$ cat config.mk
export PLATFORM = sky130hd
export DESIGN_NAME = afifo_wr_burst_arb
export DESIGN_NICKNAME = d
export VERILOG_FILES = /design/src/rtl/afifo_wr_burst_arb.sv
export SDC_FILE = /design/constraint.sdc
export NUM_CORES = 1
export LEC_CHECK = 0
export CORE_AREA = 8 8 142 144
export DETAILED_ROUTE_END_ITERATION = 8
export DIE_AREA = 0 0 150 152
export PLACE_DENSITY = 0.56
export SYNTH_ARGS = -nofsm -noshare
export SYNTH_HDL_FRONTEND = slang
export SYNTH_SLANG_ARGS = --single-unit
$ cat constraint.sdc
create_clock -name wr_clk -period 7.9 [get_ports wr_clk]
set_input_delay 2.37 -clock wr_clk [delete_from_list [all_inputs] [get_ports wr_clk]]
set_output_delay 2.37 -clock wr_clk [all_outputs]
set_load 0.03 [all_outputs]
$ cat src/rtl/afifo_wr_burst_arb.sv
`default_nettype none
// +-----------------------------------------------------------------------------+
// | Module   : afifo_wr_burst_arb                                               |
// | Brief    : round-robin per-burst arbiter for the async FIFO write port.     |
// |            Optional stall watchdog enabled by AFIFO_WR_ARB_WDOG_EN.         |
// | Revision : 1.0  initial release                                             |
// +-----------------------------------------------------------------------------+
module afifo_wr_burst_arb #(
   parameter int N_CH     = 4,
   parameter int DW       = 64,
   parameter int LEN_W    = 8,
   parameter int WDOG_CYC = 1024
) (
   input  logic                    wr_clk,
   input  logic                    wr_rst_n,
   input  logic [N_CH-1:0]         ch_req,
   input  logic [N_CH*LEN_W-1:0]   ch_len,
   input  logic [N_CH*DW-1:0]      ch_data,
   input  logic [N_CH-1:0]         ch_dvld,
   output logic [N_CH-1:0]         ch_gnt,
   output logic [N_CH-1:0]         ch_drdy,
   output logic                    fifo_wr_en,
   output logic [DW-1:0]           fifo_wr_data,
   input  logic                    fifo_wr_vld,
   output logic [$clog2(N_CH)-1:0] cur_ch,
   output logic                    busy,
   output logic                    burst_done,
   output logic                    wdog_err
);
   localparam int         CW     = $clog2(N_CH);
   localparam logic [0:0] C_IDLE = 1'b0;
   localparam logic [0:0] C_XFER = 1'b1;

   logic [0:0]       r_state;
   logic [N_CH-1:0]  r_gnt;
   logic [CW-1:0]    r_cur_ch;
   logic [CW-1:0]    r_rr_ptr;
   logic [LEN_W-1:0] r_beat_cnt;
   logic             r_done;
   logic             r_wdog;

   logic             w_fire;
   logic             w_last;
   logic             w_abort;
   logic [CW-1:0]    w_sel;
   logic [N_CH-1:0]  w_sel_oh;
   logic [N_CH-1:0]  w_drdy;

   assign busy         = (r_state == C_XFER);
   assign w_fire       = busy & ch_dvld[r_cur_ch] & fifo_wr_vld;
   assign w_last       = w_fire && (r_beat_cnt == '0);
   assign fifo_wr_en   = w_fire;
   assign fifo_wr_data = ch_data[int'(r_cur_ch)*DW +: DW];
   assign ch_drdy      = w_drdy;
   assign ch_gnt       = r_gnt;
   assign cur_ch       = r_cur_ch;
   assign burst_done   = r_done;
   assign wdog_err     = r_wdog;

   // Scan from the farthest candidate to the nearest so the first requester after r_rr_ptr wins.
   always_comb begin
      w_sel = '0;
      for (int i = N_CH; i >= 1; i--) begin
         if (ch_req[(int'(r_rr_ptr) + i) % N_CH]) begin
            w_sel = CW'((int'(r_rr_ptr) + i) % N_CH);
         end
      end
   end

   always_comb begin
      w_sel_oh        = '0;
      w_sel_oh[w_sel] = 1'b1;
   end

   always_comb begin
      w_drdy = '0;
      if (w_fire) begin
         w_drdy[r_cur_ch] = 1'b1;
      end
   end

`ifdef AFIFO_WR_ARB_WDOG_EN
   localparam int SW = $clog2(WDOG_CYC);

   logic [SW-1:0] r_stall_cnt;

   // Only a silent source counts; FIFO backpressure freezes the count.
   assign w_abort = busy && !w_fire && (r_stall_cnt == SW'(WDOG_CYC - 1));

   always_ff @(posedge wr_clk or negedge wr_rst_n) begin
      if (!wr_rst_n) begin
         r_stall_cnt <= '0;
      end else if (!busy || w_fire) begin
         r_stall_cnt <= '0;
      end else if (!ch_dvld[r_cur_ch] && !w_abort) begin
         r_stall_cnt <= r_stall_cnt + SW'(1);
      end
   end
`else
   // No watchdog: WDOG_CYC >= 2 keeps this term constant 0.
   assign w_abort = busy && (WDOG_CYC < 2);
`endif

   always_ff @(posedge wr_clk or negedge wr_rst_n) begin
      if (!wr_rst_n) begin
         r_state    <= C_IDLE;
         r_gnt      <= '0;
         r_rr_ptr   <= CW'(N_CH - 1);
         r_cur_ch   <= '0;
         r_beat_cnt <= '0;
         r_done     <= 1'b0;
         r_wdog     <= 1'b0;
      end else begin
         r_done <= 1'b0;
         r_wdog <= 1'b0;
         case (r_state)
            C_IDLE: begin
               if (|ch_req) begin
                  r_state    <= C_XFER;
                  r_gnt      <= w_sel_oh;
                  r_cur_ch   <= w_sel;
                  r_beat_cnt <= ch_len[int'(w_sel)*LEN_W +: LEN_W];
               end
            end
            default: begin
               if (w_last) begin
                  r_state  <= C_IDLE;
                  r_rr_ptr <= r_cur_ch;
                  r_gnt    <= '0;
                  r_done   <= 1'b1;
               end else if (w_fire) begin
                  r_beat_cnt <= r_beat_cnt - LEN_W'(1);
               end else if (w_abort) begin
                  r_state  <= C_IDLE;
                  r_rr_ptr <= r_cur_ch;
                  r_gnt    <= '0;
                  r_wdog   <= 1'b1;
               end
            end
         endcase
      end
   end

endmodule
`default_nettype wire

==> metrics <==
Max Fanout on Critical Path=6; cell taking the most area after synthesis=mux4_2; Top Family by Delay on Critical Path=buffers and inverters; Placeable Area=~18,000 um2; dpl hpwl=20,100 um; Top cell by count, worst path=clkdlybuf4s50_1; PwrDens=295 nW/um2; Worst-Margin Slew=0.822 ns; Slew Limit Fails=0; drt first pass iters=4; port bufs=375; gp weighted congestion=0.962; Worst-Skew Late Latency=0.25 ns; dpl cells=817; Crit Path Category=input port to output pin; CTS tree=yes; largest net degree at the start of global routing=58; Hold Path Class=register to register; CP bufs+invs=2; Critical Path Max Stage Delay=a little under 0.8 ns; drt wl/cell=around 28 um; cts bufs inserted=3; Synth top area share=0.502; status=finished, final reports clean; Crit-path slowest cell=clkdlybuf4s50_1; Layout Skew=around 0.0020 ns; post-route minimum period=6.70 ns; initial antenna violation count=4; setup TNS=0 ns; fin cells=just over 800; Synth Instances=approximately 230; RSZ-0062 raised after global routing=false; ant diodes=0; # DRC=0; Die Wd=150 um; # hold bufs at CTS=0; Hold Vio Cnt, Final=0; Mean Syn Cell Area=~12 um2; DR vias=3,820; dpl cell area=between 6000 and 7000 um2; Die Y=152 um; sequential area share after synthesis=0.158; setup violators final=0; Post-DRT Antenna Nets=0; Routed WL=between 20,000 and 25,000 um; Area contributors post-synth=mux4_2, dfrtp_1, mux2i_1, mux2_2, a221oi_2; H-tree levels=1; CTS resizes=0; Synth Flop Type=dfrtp_1; Final nets=894; total power=between 2 and 2.5 mW; Post-synth EDFFs=0; max-cap violation count=0; crit path DAT=4.33 ns; Synthesized Nets=533; Critical Path RT=5.53 ns; clock tree buffer depth=2; Cell Area, Synth=2870 um2; total global routing track utilization=0.189; Ports=377; vias per cell=~4.7; CP Cell Sequence=clkdlybuf4s50_1 > mux2i_1 > o2bb2ai_1 > clkdlybuf4s50_1; yosys warns=0; Clock transition at path regs=0.05 ns; CTS root buffer=clkbuf_16; CP Launch Type=input port; post-synthesis cell type count=44; fillers=1,704; number of global-route vias before repair=4,248; initial DRC count=140; Peak Freq=0.149 GHz; layout cell share with drive strength beyond 1=0.152; post-synthesis register bit count=18; Post-Layout Inst Area=6930 um2; Slew headroom=0.450; Starting Density=0.162; Final period util=0.848; Synth top cells by count=mux4_2, dfrtp_1, nand2_1, mux2i_1, nor2_1; leakage=approximately 2.5 nW; first-pass GRT wire length=31,500 um; GRT overflow=0; Worst IR Drop VDD=148 uV; count leader, synth=mux4_2; CTS Sinks=18; die area=22,800 um2; Worst setup EP type=output pin; Synth-to-Final Area Change=141%; Synth async-reset ratio=1.00; setup repair bufs after CTS=0; # rows=49
cell usage in the layout, fill, tap and decap left out, types with 3 or more instances in the layout:
cell and n:
dfrtp_1 14, mux2i_1 13, mux2_2 6, nor2b_1 3, a21oi_1 5, inv_1 7
mux4_2 64, nor3b_1 4, nand2_1 14, nand3_1 8, o21ai_0 9, clkbuf_16 3
a221oi_2 4, nor2_1 10, nor3_1 3, nand2b_1 3, clkdlybuf4s50_1 375, buf_4 4
o21ai_1 8
worst reg2reg max path, stage by stage, from the launching register on:
cell and delay, ns:
dfrtp_4 0.77, mux2i_1 0.25, o2bb2ai_1 0.50, a21o_1 0.42, and3_1 0.22, o21ai_1 0.07
o221a_2 0.16
path summary, 6_finish.rpt:
path / start / to / slack [ns] / cells past startpoint
min in group asynchronous: wr_rst_n / ch_gnt[2]$_DFFE_PN0P_ / 2.60 / 1
setup reg to reg: cur_ch[0]$_DFFE_PN0P_ / r_beat_cnt[6]$_DFFE_PN0P_ / 5.41 / 6
setup / recovery: ch_dvld[1] / fifo_wr_en / 1.20 / 4
max in group asynchronous: wr_rst_n / cur_ch[0]$_DFFE_PN0P_ / 4.70 / 1
hold / removal: ch_gnt[0]$_DFFE_PN0P_ / ch_gnt[0]$_DFFE_PN0P_ / 0.51 / 2
hold reg to reg: ch_gnt[0]$_DFFE_PN0P_ / ch_gnt[0]$_DFFE_PN0P_ / 0.51 / 2
registers in the layout (all words and copies together), names as in the netlist:
name,count
r_beat_cnt,8
ch_gnt,4
cur_ch,2
r_rr_ptr,2
burst_done,1
busy,1
layer usage:
layer  track usage  up-vias  part of all wire
met5             0        -            0.0022
met4        0.0376        6             0.019
met3        0.0743       20              0.11
met2         0.340      199              0.51
met1         0.204     1889              0.36
li1              -     1706                 -
kinds of logic (layout without fill, tap and decap cells):
logic type               Yosys count  count (layout)  synth area share
multiplexers                      83              83             0.571
adder cells (fa/ha/maj)            2               2           0.00871
AND/OR/NAND/NOR                   52              52            0.0945
flip-flops                        18              18             0.158
other                              1               1           0.00131
AO/OA/AOI/OAI                     46              46             0.120
buffers and inverters             30             390            0.0475
cell type report:
cell class / instances / area (um2) / share of cell area
multi-input combinational: 184 / 2280 / 0.330
inverter: 7 / 26.3 / 0.00379
clock buffer: 4 / 88.8 / 0.0128
tap: 229 / 287 / 0.0414
timing repair buffer: 379 / 3780 / 0.546
sequential: 18 / 458 / 0.0661
per-stage QoR:
stage               hold slack [ns]  worst slack, ns  utilization
floorplan                     0.475             2.37            -
global placement              0.493             1.26        0.385
detailed placement            0.496             1.25        0.385
CTS                           0.512             1.23        0.390
global route                  0.544             1.14        0.390
finish                        0.507             1.20        0.390
power breakdown:
part,total (mW),switching [mW],internal [mW]
logic,1.72,0.889,0.829
registers,0.213,0.0858,0.127
clock network,0.111,0.0336,0.0770
No activity file was read; power rests on OpenSTA's default activity.
